==> config.mk <==
export PLATFORM = sky130hd
export DESIGN_NAME = intc_vec
export DESIGN_NICKNAME = d
export VERILOG_FILES = /design/src/rtl/intc_pkg.sv /design/src/rtl/intc_arbiter.sv /design/src/rtl/intc_vec.sv
export SDC_FILE = /design/constraint.sdc
export NUM_CORES = 1
export LEC_CHECK = 0
export ABC_AREA = 1
export BUFFER_PORTS_ARGS = -buffer_cell sky130_fd_sc_hd__buf_2
export CAP_MARGIN = 5
export CORE_UTILIZATION = 38
export DETAILED_ROUTE_END_ITERATION = 12
export GPL_TIMING_DRIVEN = 0
export PLACE_DENSITY = 0.84
export SLEW_MARGIN = 20
export SYNTH_ARGS = -nofsm -noshare
export SYNTH_HDL_FRONTEND = slang
export SYNTH_SLANG_ARGS = --single-unit
==> constraint.sdc <==
create_clock -name sys_clk -period 1.45 [get_ports sys_clk]
set_input_delay 0.0725 -clock sys_clk [delete_from_list [all_inputs] [get_ports sys_clk]]
set_output_delay 0.0725 -clock sys_clk [all_outputs]
set_load 0.1 [all_outputs]
==> src/rtl/intc_pkg.sv <==
// Shared definitions for the vectored interrupt controller: FSM encoding,
// register map, arbitration modes and STATUS field positions.
package intc_pkg;

  typedef enum logic [1:0] {
    ST_IDLE    = 2'd0,
    ST_REQ     = 2'd1,
    ST_SERVICE = 2'd2
  } state_t;

  localparam logic [1:0] ADDR_ENABLE  = 2'd0;
  localparam logic [1:0] ADDR_PENDING = 2'd1;
  localparam logic [1:0] ADDR_STATUS  = 2'd2;
  localparam logic [1:0] ADDR_SOFTSET = 2'd3;

  localparam int ARB_FIXED = 0;
  localparam int ARB_RR    = 1;

  localparam int STATUS_VALID_BIT = 31;
  localparam int STATUS_STATE_LSB = 16;
  localparam int STATUS_ID_LSB    = 0;

endpackage

==> src/rtl/intc_arbiter.sv <==
// Combinational arbiter: picks the first requesting channel, scanning upward
// from 0 (fixed) or from rr_ptr with wrap-around (round-robin).
module intc_arbiter #(
  parameter int N_IRQ = 4,
  parameter int ID_W  = (N_IRQ > 1) ? $clog2(N_IRQ) : 1
) (
  input  logic [N_IRQ-1:0] req,
  input  logic [ID_W-1:0]  rr_ptr,
  input  logic             mode,
  output logic [ID_W-1:0]  grant,
  output logic             any_valid
);

  int start;
  int idx;

  always_comb begin
    grant     = '0;
    any_valid = 1'b0;
    idx       = 0;
    start     = mode ? int'(rr_ptr) : 0;
    for (int k = 0; k < N_IRQ; k++) begin
      idx = start + k;
      if (idx >= N_IRQ) idx = idx - N_IRQ;
      if (!any_valid && req[idx[ID_W-1:0]]) begin
        grant     = idx[ID_W-1:0];
        any_valid = 1'b1;
      end
    end
  end

endmodule

==> src/rtl/intc_vec.sv <==
// Vectored interrupt controller: captures edge/level sources, arbitrates, and
// runs the request / ack / end-of-interrupt handshake with the MIPS core.
module intc_vec
  import intc_pkg::*;
#(
  parameter int               N_IRQ      = 4,
  parameter int               ARB_MODE   = ARB_FIXED,
  parameter logic [N_IRQ-1:0] EDGE_MASK  = {N_IRQ{1'b1}},
  parameter logic [31:0]      VEC_BASE   = 32'h0000_0000,
  parameter logic [31:0]      VEC_STRIDE = 32'd32
) (
  input  logic             sys_clk,
  input  logic             sys_rst_n,
  input  logic [N_IRQ-1:0] irq_in,
  input  logic             cfg_we,
  input  logic [1:0]       cfg_addr,
  input  logic [31:0]      cfg_wd,
  output logic [31:0]      cfg_rd,
  output logic             cpu_irq,
  output logic [31:0]      cpu_vector,
  input  logic             cpu_ack,
  input  logic             cpu_eoi,
  output logic [31:0]      intc_test
);

  localparam int   ID_W    = (N_IRQ > 1) ? $clog2(N_IRQ) : 1;
  localparam logic RR_MODE = (ARB_MODE == ARB_RR);

  logic [N_IRQ-1:0] enable, pending, prev_irq;
  logic [N_IRQ-1:0] set_vec, clr_vec, pending_nxt;
  state_t           state;
  logic [ID_W-1:0]  active_id, rr_ptr, next_ptr, grant;
  logic             active_valid, any_valid;
  logic [7:0]       id8;
  logic [31:0]      status_word;
  logic             unused_wd;

  assign unused_wd = ^cfg_wd[31:N_IRQ];

  intc_arbiter #(.N_IRQ(N_IRQ), .ID_W(ID_W)) u_arb (
    .req       (pending & enable),
    .rr_ptr    (rr_ptr),
    .mode      (RR_MODE),
    .grant     (grant),
    .any_valid (any_valid)
  );

  // Sets are OR-ed in after clears so a same-cycle set always wins.
  always_comb begin
    set_vec = (irq_in & ~prev_irq & EDGE_MASK) | (irq_in & ~EDGE_MASK);
    if (cfg_we && cfg_addr == ADDR_SOFTSET) set_vec = set_vec | cfg_wd[N_IRQ-1:0];
    clr_vec = '0;
    if (cfg_we && cfg_addr == ADDR_PENDING) clr_vec = cfg_wd[N_IRQ-1:0];
    if (state == ST_REQ && cpu_ack) clr_vec[active_id] = 1'b1;
    pending_nxt = (pending & ~clr_vec) | set_vec;
  end

  always_ff @(posedge sys_clk or negedge sys_rst_n) begin
    if (!sys_rst_n) begin
      enable   <= '0;
      pending  <= '0;
      prev_irq <= '0;
    end else begin
      prev_irq <= irq_in;
      pending  <= pending_nxt;
      if (cfg_we && cfg_addr == ADDR_ENABLE) enable <= cfg_wd[N_IRQ-1:0];
    end
  end

  assign next_ptr = (active_id == ID_W'(N_IRQ - 1)) ? '0 : active_id + 1'b1;

  // Unused encoding 3 falls into the default arm and behaves as IDLE.
  always_ff @(posedge sys_clk or negedge sys_rst_n) begin
    if (!sys_rst_n) begin
      state        <= ST_IDLE;
      cpu_irq      <= 1'b0;
      cpu_vector   <= VEC_BASE;
      active_id    <= '0;
      active_valid <= 1'b0;
      rr_ptr       <= '0;
    end else begin
      case (state)
        ST_REQ: begin
          if (cpu_ack) begin
            state        <= ST_SERVICE;
            active_valid <= 1'b1;
            cpu_irq      <= 1'b0;
          end
        end
        ST_SERVICE: begin
          if (cpu_eoi) begin
            state        <= ST_IDLE;
            active_valid <= 1'b0;
            if (RR_MODE) rr_ptr <= next_ptr;
          end
        end
        default: begin
          if (any_valid) begin
            active_id  <= grant;
            cpu_vector <= VEC_BASE + VEC_STRIDE * 32'(grant);
            state      <= ST_REQ;
            cpu_irq    <= 1'b1;
          end
        end
      endcase
    end
  end

  assign id8 = 8'(active_id);

  always_comb begin
    status_word                             = '0;
    status_word[STATUS_VALID_BIT]           = active_valid;
    status_word[STATUS_STATE_LSB +: 2]      = state;
    status_word[STATUS_ID_LSB +: 8]         = id8;
  end

  always_comb begin
    case (cfg_addr)
      ADDR_ENABLE:  cfg_rd = 32'(enable);
      ADDR_PENDING: cfg_rd = 32'(pending);
      ADDR_STATUS:  cfg_rd = status_word;
      default:      cfg_rd = '0;
    endcase
  end

  assign intc_test = {id8, 6'b0, state, 16'(pending)};

endmodule

======== After elaboration in Yosys (flattened, before gate mapping) ========
Cells that the tools add are included.
cells by class
  add/sub/neg operators ................... 0
  multiply operators ...................... 0
  divide/modulo/power cells ............... 0
  $lt $le $gt $ge ......................... 2
  equality and inequality tests ........... 7
  shift operators ......................... 0
  multiplexer cells ....................... 23
  bitwise operators ....................... 10
  reductions and logical operators ........ 20
operators by type and width
  operator                                                                       number
  32-bit one-hot mux with 3 select lines                                         1
  4-bit AND                                                                      3
  4-bit 2-to-1 mux                                                               3
  4-bit bitwise OR                                                               3
  1-bit 2-to-1 mux                                                               10
  2-bit 2-to-1 mux                                                               5
  3-bit AND reduction                                                            3
  1-bit logical AND                                                              8
  4-bit inverter                                                                 2
  2-bit == test (second input constant)                                          3
  2-bit by 1-bit == test with 1-bit output (second input constant)               2
  2-bit inequality test (second input constant)                                  2
  1-bit one-hot mux with 2 select lines                                          2
  2-bit one-hot mux with 2 select lines                                          1
  2-bit nonzero test                                                             2
  1-bit zero test                                                                3
  2-bit by 3-bit less-than comparator with 1-bit output (second input constant)  1
  3-bit nonzero test                                                             1
  1-bit demux with 2-bit select                                                  1
  2-bit by 1-bit >= comparator with 1-bit output (second input constant)         1
  2-bit zero test                                                                1
  1-bit inverter                                                                 2
  2-bit AND reduction                                                            1
  2-bit OR reduction                                                             1
word-level totals
  flip-flop bits (word level) ............. 18
  latch bits .............................. 0
  bits in writable memories ............... 0
  memory bits (read-only) ................. 0
  word-level logic and storage cells ...... 69
  memories ................................ 0

======== Logic depth before layout (Yosys ltp) ========
Gate-level depths: netlist of run 1.
  depth after elaboration ................. 13
  gate-level depth with buffers ........... 9
  gate-level depth less buffers ........... 9

======== Cells and area by module ========
From an unflattened synthesis of run 1, not the netlist that was laid out.
second synthesis, totals
  cells, all modules ...................... 276
  area total of the unflattened synthesis .. 1915.6 µm²
by module, submodules not included
  module        times used  cells an instance  area each (µm²)  seq. area each (µm²)
  intc_vec      1           213                1601.5           450.4
  intc_arbiter  1           63                 314.1            0.0

======== Worst setup path before layout of run 1 ========
Ideal clock, no wire load.
  path kind ............................... register to output
  from .................................... reg active_id[1]
  to ...................................... out cfg_rd[1]
  arrival time ............................ 2674 ps
  slack ................................... -1297 ps
  cell stages (with the launch flop) ...... 3
  path buffers ............................ 0
  cells stage by stage .................... dfrtp_1 > inv_1 > o211ai_1
between the ends
  word-level cells in the longest chain between the ends .. 1
ends and longest elaborated chain
  element                                 RTL line         source
  start, declared                         intc_vec.sv:32   logic [ID_W-1:0] active_id, rr_ptr, next_ptr, grant;
  start signal, assigned                  intc_vec.sv:99   active_id <= grant;
  32-bit one-hot mux with 3 select lines  intc_vec.sv:119  case (cfg_addr)
  end, declared                           intc_vec.sv:18   output logic [31:0] cfg_rd,
No other way between the ends.

======== Worst setup path after layout of run 1 ========
  from .................................... reg state[0]
  to ...................................... reg state[0]
between the ends
  word-level cells in the longest chain between the ends .. 3
ends and longest elaborated chain
  element                                                                           RTL line        source
  start, declared                                                                   intc_vec.sv:31  state_t state;
  start signal, assigned                                                            intc_vec.sv:75  state <= ST_IDLE;
  start signal, assigned                                                            intc_vec.sv:85  state <= ST_SERVICE;
  start signal, assigned                                                            intc_vec.sv:92  state <= ST_IDLE;
  2-bit == test / 2-bit by 1-bit == test with 1-bit output (equally long branches)  intc_vec.sv:82  case (state)
  2-bit inequality test (no line) / 3-bit nonzero test (equally long branches)      n/a
  3-bit AND reduction (no line)                                                     n/a
Several ways; a longest one is shown, not always the timed one.
A chain may end at the register's enable or synchronous reset.

==> summary.md, run 1 <==
| Metric | Value |
|---|---|
| Top-count cell post-synth | buf_4 |
| Area leader, netlist | buf_4 |
| Hold Crit Start | cfg_wd[0] |
| Grt total ovfl | 0 |
| Die Ht | 66.51 um |
| Worst hold margin | between 70 and 80 ps |
| Yosys warns | 0 |
| First-pass GRT wire length | 4712 um |
| Vias per inst | 3.631 |
| Commonest cells post-synth | buf_4, nand2_1, inv_1, dfrtp_1, nand3_1 |
| Initial antenna violation count | 0 |
| DR pass1 iterations | 4 |
| Sequential fraction of the synthesis area | 28.48% |
| Dpl cells | 360 |
| H-tree levels | 1 |
| Core Area | about 4000 um2 |
| Worst-case clock buffer depth | 2 |
| All-layer global routing usage | 14.14% |
| Routed len/inst | 8.192 um |
| DPL Wire Length | 2503 um |
| Share of cells above drive strength 1 | 45.14% |
| Top FF cell, synth | dfrtp_1 |
| Routed WL | just over 3000 um |
| Final setup violating endpoints | 0 |
| Fraction of registers with async set/reset | 100.0% |
| Top post-synthesis cells by area | buf_4, dfrtp_1, nand2_1, inv_1, nand3_1 |
| Clock slew at reported path FFs | 60 ps |
| Crit Path Class | flip-flop to flip-flop |
| Clock latency on the worst-skew pair | approximately 260 ps |
| Final Max Slew Viols | 0 |
| CTS tree | built |
| Final worst slack | 105.8 ps |
| Critical path startpoint | state[0] |
| Startpoint types | flip-flop |
| Postcts setup bufs | 0 |
| Capturing point of the worst reg2reg path | state[0] |
| R2r worst-path depth | 6 |
| Seq cells post-synth | 18 |
| Chip width | 66.51 um |
| Std-Cell Rows | 23 |
| Nets@finish | 366 |
| Fin Setup TNS | 0 ps |
| Worst Skew | 6.460 ps |
| Number of enable flip-flop cells after synthesis | 0 |
| Largest net degree at the start of global routing | 19 |
| Max_cap viols | 0 |
| Top cell type's share of synthesized area | 38.45% |
| Number of global-route vias before repair | 1105 |
| Final hold vios | 0 |
| Root buf cell | clkbuf_8 |
| Crit path capture type | flip-flop |
| Number of diodes | 0 |
| Period utilisation layout | between 90% and 100% |
| RD Place Congestion | 0.8707 |
| CP Data Arrival Time | 1490 ps |
| RSZ-0062 raised after global routing | false |
| Fillers | 402 |
| Total die area | 4424 um2 |
| Placement Setup Slack | 99.49 ps |
| Boundary pin count | 140 |
| Starting density of the core | 39.54% |
| Lkg Pwr | around 1.4 nW |
| CP max FO | 5 |
| Mapped Cells | 200 |
| Via count | 1340 |
| # clock sinks | 18 |
| Initial drt markers | 29 |
| Status | finished clean |
| Hold Crit Class | input pin to flip-flop |
| PD cells | 1957 nW/um2 |
| Fin crit period | 1344 ps |
| Inserted Clock Buffers | 3 |
| ANT nets after route | 0 |
| Synth Area per Inst | slightly below 8 um2 |
| # port buffers | 32 |
| Hold Path Cell Cnt | 3 |
| Synth unique cells | 18 |
| Worst EP required | 1600 ps |
| Reg2reg setup slack | 110 ps |
| Synthesized cell area | between 1500 and 2000 um2 |
| VDD IR max | just under 0.001 V |
| DRC | 0 |
| Peak Freq | 0.7440 GHz |
| End of the worst hold path | pending[0] |
| Non-Filler Instances | between 300 and 400 |
| Synth-to-Final Area Change | 42.80% |
| Worst reg2reg path startpoint | state[0] |
[how the worst max path moves through the flow]
stage | slack, ps | to
after floorplan | -800 | cfg_rd[1]
after global placement | 130 | state[0]
after detailed placement | 100 | state[0]
after CTS | 90 | cfg_rd[0]
after global routing | 3 | state[0]
final | 110 | state[0]
[per-layer routing]
layer	routed length, um	up-vias	part of all wire (%)	global-route usage (%)
met3	253	6	8.4	2.055
li1	-	696	-	-
met2	1624	57	54	26.28
met4	63	0	2.1	7.447
met5	0	-	0	0
met1	1082	581	36	15.26
[sequential cells by signal, indices dropped and copies added, names as in the netlist]
register,flops
state,2
pending,4
cpu_irq,1
active_valid,1
prev_irq,4
enable,4
active_id,2
[metrics by stage]
step                      power [mW]  utilization (%)  cell area, um2
after global routing           4.624            56.46            2258
after CTS                      4.410            56.40            2256
after global placement         3.940            53.64            2146
after detailed placement       3.980            53.64            2146
after floorplan                3.637                -            1923
final                          4.420            56.46            2258
[cells in the final DEF (no fill, tap or decap), types with 3 or more instances in the layout]
| cell type | count |
|---|---|
| a22oi_1 | 3 |
| buf_2 | 30 |
| buf_4 | 83 |
| clkbuf_8 | 4 |
| dlygate4sd3_1 | 5 |
| nor2_4 | 3 |
| conb_1 | 79 |
| dfrtp_4 | 4 |
| dfrtp_1 | 10 |
| inv_1 | 15 |
| dfrtp_2 | 4 |
| mux2_4 | 4 |
| nor2_2 | 3 |
| nor2_1 | 3 |
| nand2_1 | 40 |
| nand3_1 | 13 |
[critical path, stage by stage, from the launching register on]
cell,delay (ps)
dfrtp_4,510
ha_1,250
nor2_2,100
nand3b_1,180
nand2_1,90
nand2_1,60
nand2_1,40
[where the power goes]
group | switching (mW) | internal (mW) | total, mW
Combinational | 2.58 | 0.586 | 3.16
Clock | 0.168 | 0.241 | 0.410
Sequential | 0.162 | 0.687 | 0.848
Total | 2.91 | 1.51 | 4.42
[final cells by class]
class	instances	area [um2]	area share, %
multi-input cells	160	770.7	34.13
plain buffers	81	608.1	26.93
flip-flops and latches	18	470.5	20.83
repair buffers	37	215.2	9.529
inverters	19	76.32	3.379
well taps	50	62.56	2.770
clock buffers	4	55.05	2.438
[logic make-up after synthesis]
logic type,count (synthesis),synth area share [%]
simple gates,64,17.56
fa+ha+maj,3,2.374
buf+inv,100,42.96
flops,18,28.48
compound gates,10,4.588
other cells,1,0.2371
mux,4,3.798
[timing repair]
item / in CTS / in global routing
resized for setup: 2 / 1
hold endpoints to repair: 22 / 0
setup endpoints to repair: 2 / 1
hold buffers: 5 / 0
Power figures use the tool's default switching activity.
==> run 2, diff against run 1 <==
--- a/config.mk
+++ b/config.mk
@@ -8,11 +8,13 @@
 export ABC_AREA = 1
 export BUFFER_PORTS_ARGS = -buffer_cell sky130_fd_sc_hd__buf_2
 export CAP_MARGIN = 5
-export CORE_UTILIZATION = 38
+export CORE_UTILIZATION = 39
 export DETAILED_ROUTE_END_ITERATION = 12
 export GPL_TIMING_DRIVEN = 0
-export PLACE_DENSITY = 0.84
+export PLACE_DENSITY = 0.81
+export SETUP_SLACK_MARGIN = 0.4
 export SLEW_MARGIN = 20
 export SYNTH_ARGS = -nofsm -noshare
 export SYNTH_HDL_FRONTEND = slang
+export SYNTH_HIERARCHICAL = 1
 export SYNTH_SLANG_ARGS = --single-unit
==> summary.md, run 2 <==
| Metric | Value |
|---|---|
| Critical path startpoint | pending[0] |
| # clock sinks | 18 |
| Total die area | 5196 um2 |
| Int Power | roughly 2.7 mW |
| DPL Wire Length | 3052 um |
| Largest family of logic cells by synthesized area | buffers and inverters |
| Fin Setup TNS | -864.8 ps |
| Area leader, netlist | buf_4 |
| Mux cell area share after synthesis | 0% |
| CP Data Arrival Time | 1860 ps |
| Worst-case clock buffer depth | 2 |
| H-tree levels | 1 |
| Top post-synthesis cells by area | buf_4, dfrtp_1, nand2_1, inv_1, nand3_1 |
| Synth Area in XOR/XNOR | 0% |
| Hold Crit Class | input pin to flip-flop |
| Final Max Slew Viols | 0 |
| ANT nets after route | 0 |
| Crit Path Class | flip-flop to flip-flop |
| Worst EP required | between 1500 and 2000 ps |
| CP max FO | 3 |
| Fin crit period | approximately 1700 ps |
| Number of diodes | 0 |
| Inserted Clock Buffers | 3 |
| Largest net degree at the start of global routing | 19 |
| DR pass1 iterations | 5 |
| Boundary pin count | 140 |
| Clock power share | under 10% |
| Number of global-route vias before repair | ~1600 |
| Synth unique cells | 23 |
| Most common cell after layout, fill and taps aside | buf_4 |
| Mapped Cells | 276 |
| RD Place Congestion | between 0.7 and 0.8 |
| Period utilisation layout | 115.5% |
| Via count | 1979 |
| Seq pwr share | between 10% and 20% |
| Hold Crit Start | cfg_wd[0] |
| Status | finished, violations left |
| Area share of and/or/nand/nor cells after synthesis | 31.16% |
| Combinational power share | 80.1% |
| Nets@finish | 488 |
| Fraction of registers with async set/reset | 100.0% |
| Design Power | 6.395 mW |
| Sequential fraction of the synthesis area | between 20% and 30% |
| # port buffers | 31 |
| Synth-to-Final Area Change | 76.22% |
| All-layer global routing usage | between 15 and 20% |
| Lkg Pwr | 1.969 nW |
| Synthesized cell area | around 1900 um2 |
| Initial drt markers | 40 |
| First-pass GRT wire length | 6975 um |
| Max_cap viols | 0 |
| Synth Area per Inst | 6.941 um2 |
| Core Area | 4723 um2 |
| Final worst slack | -225.4 ps |
| Top FF cell, synth | dfrtp_1 |
| Root buf cell | clkbuf_8 |
| Top cell type's share of synthesized area | a little under a third |
| Std-Cell Rows | 25 |
| Routed WL | 5186 um |
| Routed len/inst | roughly 10 um |
| Final setup violating endpoints | 5 |
| Largest registers | enable (4), pending (4), prev_irq (4) |
| Clock slew at reported path FFs | 70 ps |
| Most frequent cells in the layout | buf_4, conb_1, nand2_1, nor2_1, nand2_2 |
| Share of cells above drive strength 1 | 50.00% |
| Compound-Gate Fraction of Synth Area | ~4.2% |
| Worst reg2reg path startpoint | pending[0] |
| Clock latency on the worst-skew pair | 250 ps |
| Placement Setup Slack | -215.0 ps |
| Vias per inst | 3.888 |
| Switching pwr | 3.716 mW |
| Commonest cells post-synth | buf_4, nand2_1, inv_1, nor2_1, nand3_1 |
| Grt total ovfl | 0 |
| DRC | 0 |
| Peak Freq | 0.5969 GHz |
| Die Ht | slightly above 70 um |
| Initial antenna violation count | 0 |
| Sw Ratio | 58.11% |
| CTS tree | built |
| VDD IR max | 0.001496 V |
| Top-count cell post-synth | buf_4 |
| Failing checks | setup timing |
| RSZ-0062 raised after global routing | true |
| Starting density of the core | 40.56% |
| Number of enable flip-flop cells after synthesis | 0 |
| PD cells | approximately 1900 nW/um2 |
| Design area | between 3000 and 4000 um2 |
| Startpoint types | flip-flop |
| Adder and majority gate portion of the synthesized area | 1.306% |
| Chip width | between 70 and 80 um |
| Worst Skew | about 5.6 ps |
| Seq cells post-synth | 18 |
| Crit path capture type | flip-flop |
| Post-DP Area | approximately 2600 um2 |
| Yosys warns | 10 |
| Final hold vios | 0 |
==> run 2: layout make-up <==
cell class	count	area, um2
fill	328	1348
multi-input combinational	236	1242
timing repair buffer	67	749.5
buffer	83	638.1
sequential	18	480.5
inverter	34	136.4
tap	67	83.83
clock buffer	4	45.04
==> run 2: per-layer routing <==
metal  global-route usage (%)  wire (um)  vias to the layer above
met5                        0          0                        -
met4                    6.100         45                        0
met3                    1.667        215                        6
met2                    33.23       2843                       77
met1                    18.10       2082                      888
li1                         -          -                     1008
==> run 2: worst max-delay path: stages, from the launching register on <==
cell and delay, ps:
dfrtp_4 490, nand2_2 90, inv_2 50, nand2_2 70, nand3_2 60, nand2_2 70, inv_2 50, nor2_4 100
nand3b_1 160, nor2_1 120, nand2_1 110, nand3_2 90, nand2_1 70, nand2_1 80
==> run 2: cells by family (layout without fill, tap and decap cells) <==
family          count (synthesis)  after routing
compound gates                 13             13
simple gates                  125            125
other cells                     1             96
fa+ha+maj                       2              2
flops                          18             18
buf+inv                       117            188
==> run 2: worst paths after layout <==
| check | endpoint | slack [ps] | depth (start not counted) |
|---|---|---|---|
| setup / recovery | state[0] | -230 | 13 |
| hold / removal | enable[0] | 100 | 3 |
| setup reg to reg | state[0] | -230 | 13 |
| hold reg to reg | cpu_irq | 510 | 2 |
| max in group asynchronous | pending[0] | 820 | 2 |
| min in group asynchronous | enable[1] | 300 | 2 |
==> run 2: stage by stage <==
| stage | hold WS, ps | instances | utilization [%] |
|---|---|---|---|
| CTS | 80.09 | 491 | 65.70 |
| global route | 111.3 | 509 | 71.47 |
| global placement | 24.95 | 469 | 55.34 |
| finish | 95.16 | 509 | 71.47 |
| floorplan | -223.1 | 371 | - |
| detailed placement | 30.90 | 469 | 55.34 |
==> run 2: what timing repair did <==
item                                   4_1_cts  5_1_grt
hold buffers                                 5        0
setup buffers                               13       18
pin swaps                                   22       19
setup endpoints to repair                   28       27
gates resized for setup                     86       34
endpoints found under the hold margin       22        0
==> run 2: power groups by stage <==
stage	Sequential [mW]	Clock (mW)	Combinational, mW
detailed placement	0.901	0	3.50
global placement	0.895	0	3.47
CTS	0.900	0.370	4.31
floorplan	1.67	0	2.36
finish	0.915	0.357	5.12
global route	0.934	0.395	5.33
==> run 3, diff against run 2 <==
--- a/config.mk
+++ b/config.mk
@@ -8,6 +8,7 @@
 export ABC_AREA = 1
 export BUFFER_PORTS_ARGS = -buffer_cell sky130_fd_sc_hd__buf_2
 export CAP_MARGIN = 5
+export CORE_MARGIN = 2
 export CORE_UTILIZATION = 39
 export DETAILED_ROUTE_END_ITERATION = 12
 export GPL_TIMING_DRIVEN = 0
==> summary.md, run 3 (synthesized netlist as in run 2, its figures left out) <==
| Metric | Value |
|---|---|
| CP cell instances | nand2_2 > inv_1 > nand2_1 > nand2_1 > nand2_1 > nand2_2 > inv_2 > nand3b_1 > nor2_1 > nand2_1 > nand3_2 > nand2_1 > nand2_1 |
| DRC | 0 |
| Via count | around 2000 |
| Crit path capture type | flip-flop |
| Number of diodes | 0 |
| Worst Path Buf+Inv | 2 |
| CTS tree | built |
| Total die area | 5489 um2 |
| Most used cell along the critical path | nand2_1 |
| Starting density of the core | 40.56% |
| Design area | 3334 um2 |
| Final worst slack | -210.0 ps |
| Period utilisation layout | 114.5% |
| Crit Path Class | flip-flop to flip-flop |
| Hold Crit Class | input pin to flip-flop |
| Peak Freq | 0.6024 GHz |
| Worst-case clock buffer depth | 2 |
| Peak per-stage delay on the critical path | 490 ps |
| Synth-to-Final Area Change | 74.07% |
| Lkg Pwr | 1.959 nW |
| Max_cap viols | 0 |
| CP Data Arrival Time | between 1500 and 2000 ps |
| Clock latency on the worst-skew pair | 260 ps |
| All-layer global routing usage | 15.99% |
| Die Ht | ~74 um |
| Worst EP required | between 1500 and 2000 ps |
| Clock slew at reported path FFs | 70 ps |
| Worst Skew | slightly below 3 ps |
| Std-Cell Rows | 25 |
| Initial antenna violation count | 0 |
| First-pass GRT wire length | between 6000 and 7000 um |
| Root buf cell | clkbuf_8 |
| Largest registers | enable (4), pending (4), prev_irq (4) |
| # port buffers | 31 |
| RSZ-0062 raised after global routing | true |
| DPL Wire Length | approximately 3300 um |
| Dpl cells | 469 |
| Most frequent cells in the layout | buf_4, conb_1, nand2_1, inv_1, nor2_1 |
| Placement Setup Slack | -199.8 ps |
| PD cells | 1888 nW/um2 |
| Inserted Clock Buffers | 3 |
| Core Area | 4723 um2 |
| CP max FO | 3 |
| ANT nets after route | 0 |
| # clock sinks | 18 |
| Fin crit period | around 1700 ps |
| Initial drt markers | 87 |
| Routed WL | 5573 um |
| Final hold vios | 0 |
| Nets@finish | 487 |
| Top delay family on crit path | simple AND/OR/NAND/NOR gates |
| H-tree levels | 1 |
| Number of global-route vias before repair | 1621 |
| Failing checks | setup timing |
| Non-Filler Instances | 508 |
| Chip width | 74.09 um |
| Slowest cell on the critical path | dfrtp_4 |
| Final Max Slew Viols | 0 |
| Worst hold margin | 90.53 ps |
| Post-DP Area | 2614 um2 |
| Most common cell after layout, fill and taps aside | buf_4 |
| VDD IR max | 0.001919 V |
| Grt total ovfl | 0 |
| Boundary pin count | 140 |
| Startpoint types | flip-flop |
| Vias per inst | a little under 4 |
| Share of cells above drive strength 1 | 49.21% |
| Fin Setup TNS | -957.9 ps |
| Largest net degree at the start of global routing | 19 |
| Status | finished, violations left |
| Routed len/inst | 10.97 um |
| RD Place Congestion | 0.7920 |
| DR pass1 iterations | 4 |
| Final setup violating endpoints | 5 |
-- run 3: worst register-to-register path: stages (launching register included) --
cell	delay, ps
dfrtp_4	490
nand2_2	60
inv_1	50
nand2_1	70
nand2_1	80
nand2_1	100
nand2_2	80
inv_2	80
nand3b_1	150
nor2_1	140
nand2_1	100
nand3_2	80
nand2_1	50
nand2_1	60
-- run 3: metrics by stage --
stage / util, % / power (mW)
finish: 70.60 / 6.295
global route: 70.60 / 6.562
CTS: 66.20 / 5.693
detailed placement: 55.34 / 4.420
global placement: 55.34 / 4.370
floorplan: - / 4.025
-- run 3: area by class of cell --
type / count / area (um2)
inverters: 34 / 138.9
repair buffers: 66 / 706.9
plain buffers: 83 / 638.1
fillers: 348 / 1389
flip-flops and latches: 18 / 480.5
multi-input cells: 236 / 1231
clock buffers: 4 / 55.05
well taps: 67 / 83.83
-- run 3: timing repair --
| action | 4_1_cts | 5_1_grt |
|---|---|---|
| buffers inserted | 13 | 17 |
| hold endpoints to repair | 22 | 0 |
| resized for setup | 88 | 22 |
| hold buffers | 5 | 0 |
| pin swaps | 18 | 18 |
| setup endpoints to repair | 28 | 27 |
-- run 3: power by group --
part	total, mW	switching [mW]	internal [mW]
clock	0.426	0.184	0.242
combinational	4.95	3.32	1.63
sequential	0.916	0.200	0.717
-- run 3: path summary, 6_finish.rpt --
check	startpoint	to	slack (ps)	depth (start not counted)
max	pending[2]	state[1]	-210	13
min in group asynchronous	sys_rst_n	prev_irq[0]	290	2
max reg2reg	pending[2]	state[1]	-210	13
min reg2reg	active_valid	active_valid	500	2
max in group asynchronous	sys_rst_n	state[1]	820	2
min	cfg_wd[0]	enable[0]	90	3
-- run 3: metal layers --
| metal | track usage (%) | wire, um | vias up |
|---|---|---|---|
| met5 | 0 | 0 | - |
| li1 | - | - | 1005 |
| met3 | 1.762 | 325 | 21 |
| met4 | 7.475 | 191 | 0 |
| met2 | 29.86 | 2998 | 106 |
| met1 | 18.04 | 2059 | 886 |
